--- src/rtl/pulse_seq_ctrl.sv ---
// Multi-channel pulse sequencer: one trigger fires aligned per-channel pulses, then a settle window.
// Per-channel sense counts accumulate over pulse+settle and are published on completion.
module pulse_seq_ctrl #(
    parameter int CH     = 8,
    parameter int W      = 12,
    parameter int SETTLE = 4
) (
    input  logic            clk,
    input  logic            rst_n,
    input  logic            i_ss,
    input  logic            i_start,
    input  logic [CH*W-1:0] i_width,
    input  logic [CH-1:0]   i_sense,
    output logic [CH-1:0]   o_pulse,
    output logic [CH*W-1:0] o_count,
    output logic            o_busy,
    output logic            o_done,
    output logic            o_abort
);

    typedef enum logic [2:0] {
        ST_IDLE,
        ST_SETUP,
        ST_PULSE,
        ST_SETTLE,
        ST_DONE
    } state_t;

    localparam logic [W-1:0] SETTLE_LAST = W'(SETTLE - 1);
    localparam logic [W-1:0] ONE         = W'(1);

    state_t       r_state;
    state_t       w_state_next;
    logic         r_ss_d;
    logic         w_trigger;
    logic         w_abort;
    logic [W-1:0] r_timer;
    logic [W-1:0] r_pulse_last;
    logic [W-1:0] w_maxw;
    logic [W-1:0] r_width [CH];
    logic [W-1:0] r_cnt   [CH];
    logic [W-1:0] r_out   [CH];
    logic         r_pulse [CH];
    logic         r_done;
    logic         r_abort;

    assign w_trigger = (r_ss_d && !i_ss) || i_start;

    always_comb begin
        w_maxw = '0;
        for (int k = 0; k < CH; k++) begin
            if (i_width[k*W +: W] > w_maxw) begin
                w_maxw = i_width[k*W +: W];
            end
        end
    end

    always_ff @(posedge clk or negedge rst_n) begin
        if (!rst_n) begin
            r_state <= ST_IDLE;
        end else begin
            r_state <= w_state_next;
        end
    end

    always_comb begin
        w_state_next = r_state;
        w_abort      = 1'b0;
        case (r_state)
            ST_IDLE: begin
                if (w_trigger) begin
                    w_state_next = ST_SETUP;
                end
            end
            ST_SETUP: begin
                w_state_next = ST_PULSE;
            end
            ST_PULSE: begin
                if (r_timer == r_pulse_last) begin
                    w_state_next = ST_SETTLE;
                end
            end
            ST_SETTLE: begin
                if (r_timer == SETTLE_LAST) begin
                    w_state_next = ST_DONE;
                end
            end
            ST_DONE: begin
                w_state_next = ST_IDLE;
            end
            default: begin
                w_state_next = ST_IDLE;
            end
        endcase
        // Frame select reasserted mid-run cancels it; DONE is already committed.
        if (i_ss && (r_state == ST_SETUP || r_state == ST_PULSE || r_state == ST_SETTLE)) begin
            w_abort      = 1'b1;
            w_state_next = ST_IDLE;
        end
    end

    always_ff @(posedge clk or negedge rst_n) begin
        if (!rst_n) begin
            r_ss_d       <= 1'b0;
            r_timer      <= '0;
            r_pulse_last <= '0;
            r_done       <= 1'b0;
            r_abort      <= 1'b0;
        end else begin
            r_ss_d  <= i_ss;
            r_done  <= (r_state == ST_DONE);
            r_abort <= w_abort;
            case (r_state)
                ST_PULSE:  r_timer <= (r_timer == r_pulse_last) ? '0 : r_timer + ONE;
                ST_SETTLE: r_timer <= r_timer + ONE;
                default:   r_timer <= '0;
            endcase
            // All-zero widths still need one PULSE cycle, so the last index floors at 0.
            if (r_state == ST_SETUP) begin
                r_pulse_last <= (w_maxw == '0) ? '0 : w_maxw - ONE;
            end
        end
    end

    generate
        for (genvar gi = 0; gi < CH; gi++) begin : g_ch
            always_ff @(posedge clk or negedge rst_n) begin
                if (!rst_n) begin
                    r_width[gi] <= '0;
                    r_cnt[gi]   <= '0;
                    r_out[gi]   <= '0;
                    r_pulse[gi] <= 1'b0;
                end else begin
                    r_pulse[gi] <= (r_state == ST_PULSE) && !w_abort && (r_timer < r_width[gi]);
                    if (r_state == ST_SETUP) begin
                        r_width[gi] <= i_width[gi*W +: W];
                        r_cnt[gi]   <= '0;
                    end else if ((r_state == ST_PULSE || r_state == ST_SETTLE)
                                 && i_sense[gi] && (r_cnt[gi] != '1)) begin
                        r_cnt[gi] <= r_cnt[gi] + ONE;
                    end
                    if (r_state == ST_DONE) begin
                        r_out[gi] <= r_cnt[gi];
                    end
                end
            end

            assign o_pulse[gi]        = r_pulse[gi];
            assign o_count[gi*W +: W] = r_out[gi];
        end
    endgenerate

    assign o_busy  = (r_state != ST_IDLE);
    assign o_done  = r_done;
    assign o_abort = r_abort;

endmodule

--- config.mk ---
export PLATFORM = sky130hd
export DESIGN_NAME = pulse_seq_ctrl
export DESIGN_NICKNAME = d
export VERILOG_FILES = /design/src/rtl/pulse_seq_ctrl.sv
export SDC_FILE = /design/constraint.sdc
export NUM_CORES = 1
export LEC_CHECK = 0
export CAP_MARGIN = 20
export CORE_ASPECT_RATIO = 1.1
export CORE_MARGIN = 8
export CORE_UTILIZATION = 52
export DETAILED_ROUTE_END_ITERATION = 16
export PLACE_DENSITY = 0.83
export SYNTH_ARGS = -nofsm -noshare
export SYNTH_HDL_FRONTEND = slang
export SYNTH_SLANG_ARGS = --single-unit
--- constraint.sdc ---
create_clock -name clk -period 2.27 [get_ports clk]
set_input_delay 0.454 -clock clk [delete_from_list [all_inputs] [get_ports clk]]
set_output_delay 0.454 -clock clk [all_outputs]
set_load 0.02 [all_outputs]
==> results of run 1 <==
layout by cell type (no fill, tap or decap), types with 47 or more instances in the layout:
cell type	instances
mux2_2	104
inv_1	155
clkdlybuf4s50_1	188
xor2_1	80
nor2_1	137
dfrtp_1	321
a21oi_2	47
o21ai_0	127
buf_4	422
nand4_1	52
nand2_1	191
ha_1	136
a21oi_1	61
registers in the layout, indices dropped and copies added, names as in the netlist:
register / count
o_count: 96
r_cnt: 96
r_width: 96
r_pulse_last: 12
r_timer: 12
o_pulse: 8
r_state: 3
o_abort: 1
o_done: 1
r_ss_d: 1
metal layers:
metal  up-vias  GRT usage [%]
met5         -              0
met4         0          13.45
met3       309          4.028
met2       985          51.15
met1      9187          33.47
li1       8319              -
power by group:
group	switching (mW)	total [mW]	internal [mW]
Sequential	0.760	7.89	7.13
Clock	2.20	5.16	2.96
Combinational	9.94	19.3	9.40
Total	12.9	32.4	19.5
layout make-up:
class / count / area (µm²) / share of cell area, %
inverters: 176 / 693.2 / 2.472
clock inverters: 11 / 117.6 / 0.4194
multi-input cells: 1458 / 11650 / 41.55
well taps: 494 / 618.1 / 2.204
flip-flops and latches: 326 / 8164 / 29.11
clock buffers: 43 / 890.9 / 3.177
repair buffers: 677 / 5906 / 21.06
worst max-delay path: cells and delay by family:
family / cells / cell delay, ns
AOI/OAI and AO/OA: 20 / 4.44
xor gates and xnor gates: 1 / 0.21
adders and majority gates: 8 / 2.17
buffers and inverters: 27 / 3.18
muxes: 4 / 0.70
and+or+nand+nor: 25 / 4.13
cells by family (layout without fill, tap and decap cells):
group / count (synthesis) / after routing / synth area share [%]
muxes: 141 / 141 / 8.039
adders and majority gates: 175 / 175 / 11.33
buffers and inverters: 242 / 907 / 4.733
xor gates and xnor gates: 120 / 120 / 5.446
AOI/OAI and AO/OA: 395 / 395 / 12.47
DFF: 326 / 326 / 42.27
and+or+nand+nor: 627 / 627 / 15.71
per-stage QoR:
stage	cells	hold slack, ns
global placement	3038	0.3960
finish	3185	0.1251
floorplan	2026	0.1584
detailed placement	3038	0.4022
global route	3185	0.1032
CTS	3152	0.1224
worst paths after layout:
kind | start | end
min in group asynchronous | rst_n | r_cnt[56]$_DFFE_PN0P_
max | i_width[8] | r_pulse_last[10]$_DFFE_PN0P_
min reg2reg | r_width[0]$_DFFE_PN0P_ | r_width[0]$_DFFE_PN0P_
max in group asynchronous | rst_n | o_count[53]$_DFFE_PN0P_
min | i_width[8] | r_width[92]$_DFFE_PN0P_
max reg2reg | r_timer[1]$_DFF_PN0_ | o_pulse[3]$_DFF_PN0_
timing repair:
item | 4_1_cts | 5_1_grt
endpoints found under the hold margin | 37 | 0
gates resized for setup | 206 | 131
setup endpoints to repair | 25 | 41
hold buffers | 1 | 0
buffers inserted | 57 | 36
cloned | 2 | 0
pin swaps | 98 | 92
==> flow_summary.ini, run 1 <==
[outcome]
status = complete, but fails checks
violations = setup timing

[synth]
ys_ff_latch = 326
yosysUniqueCellTypes = 76
synth_edf_count = 0
ys_top_cells_by_area = dfrtp_1 42%, ha_1 11%, mux2_2 6.2%
synth_cells = 2026
postSynthAreaPerCell_um2 = 9.525
ys.flop_type = dfrtp_1
yosysMostFrequentCell = dfrtp_1
synth_nets = 2308
async_flop_share_pct = 100.0
seq_area_frac_synth_pct = 42.27
synth_area_um2 = 19300
yosysTopAreaCellShare_pct = 42.27
synth_top_cell_by_area = dfrtp_1
ys_warn_count = 0
synthTopCellsByCount = 326 x dfrtp_1, 200 x nand2_1, 176 x inv_1, 174 x ha_1, 158 x o21ai_0

[floorplanning]
die_height_um = 218.1
io_pins = 215
dieArea_um2 = 43540
core-area_um2 = 36850
fp.dieW_um = 199.7
fp-row-count = 74
start_util_pct = 52.37

[drt]
via_per_inst = 5.903
m1WireLength_mm = 25.07
wl_met3_mm = 4.540
wl_per_cell_um = 21.22
routed_wl_mm = 67.57
ant_nets = 0
drc = 0
top_layer_used = met4
firstDrtPassIters = 6
via_count = 18800
met2WireLength_mm = 34.17
drt-initial-drc-count = 1829

[finish]
final_core_util_pct = 76.10
diodes = 0
fillers = 2303
fin_nets = 2952
fin_area_um2 = 28040
drive_above_1_share_pct = 32.37
area_growth_pct = 45.31

[clock_tree]
root_buffer = clkbuf_16
cts_buffer_depth = 3
cts_htree_levels = 1
numCtsBuffers = 31
clock-sinks = 326
cts_tree = yes
cts.clk_slew.worst_paths_ns = 0.06
clkLatencyLatePin_ns = 0.56

[critical_path]
r2r_setup_slack_ns = -0.52
worstPathMaxFanout = 8
rr_worst_depth = 16
critPathRequiredTime_ns = 2.71
crit_path_start_kind = input port
crit_path_end_kind = flop
slowest_stage = a222oi_1
critPathMaxStageDelay_ns = 0.46
path_class = input port to flop
crit_top_cell = buf_4
critPathArrivalTime_ns = 15.29

[global_route]
grt_usage_pct = 28.66
grt_overflow_total = 0
grt_max_degree = 61
grt_first_pass_wirelength_mm = 100.5
antenna_found_initial = 0
grt_pass1_vias = 19310

[placed_design]
dpl.hpwl_mm = 45.22
dpl-instance-area_um2 = 25170
dp_slack_ns = -13.45
gp_congestion = 1.014
io_buffers = 214

[power]
p_total_mw = 32.38
leakage_nw = 13.27
power.density_nw_per_um2 = 1155
ir_worst_vdd_uv = 958.5

[timing]
worst_slack_ns = -12.58
fin_tns_setup_ns = -151.19
fin_crit_ns = 14.85
maxSlewHeadroom_pct = 59.96
finalSetupViolations = 20
clock_skew_ns = 0.01155
rsz0062_at_grt = yes
tightest_slew_ns = 0.5960
fin_crit_sh_pct = 654.2
slew_viol_final = 0
fmax_mhz = 67.34
hold_viol_final = 0

[worst_hold_path]
hold_path.class = input port to flop
hold_depth = 3

[run]
cap_violations = 0
No activity file was read; power rests on OpenSTA's default activity.
==> run 2: changes to the inputs <==
--- a/config.mk
+++ b/config.mk
@@ -9,6 +9,7 @@
 export CORE_ASPECT_RATIO = 1.1
 export CORE_MARGIN = 8
 export CORE_UTILIZATION = 52
+export CTS_CLUSTER_DIAMETER = 100
 export DETAILED_ROUTE_END_ITERATION = 16
 export PLACE_DENSITY = 0.83
 export SYNTH_ARGS = -nofsm -noshare
==> results of run 2 <==
The final DEF is identical to that of run 1; final timing and power are the same.
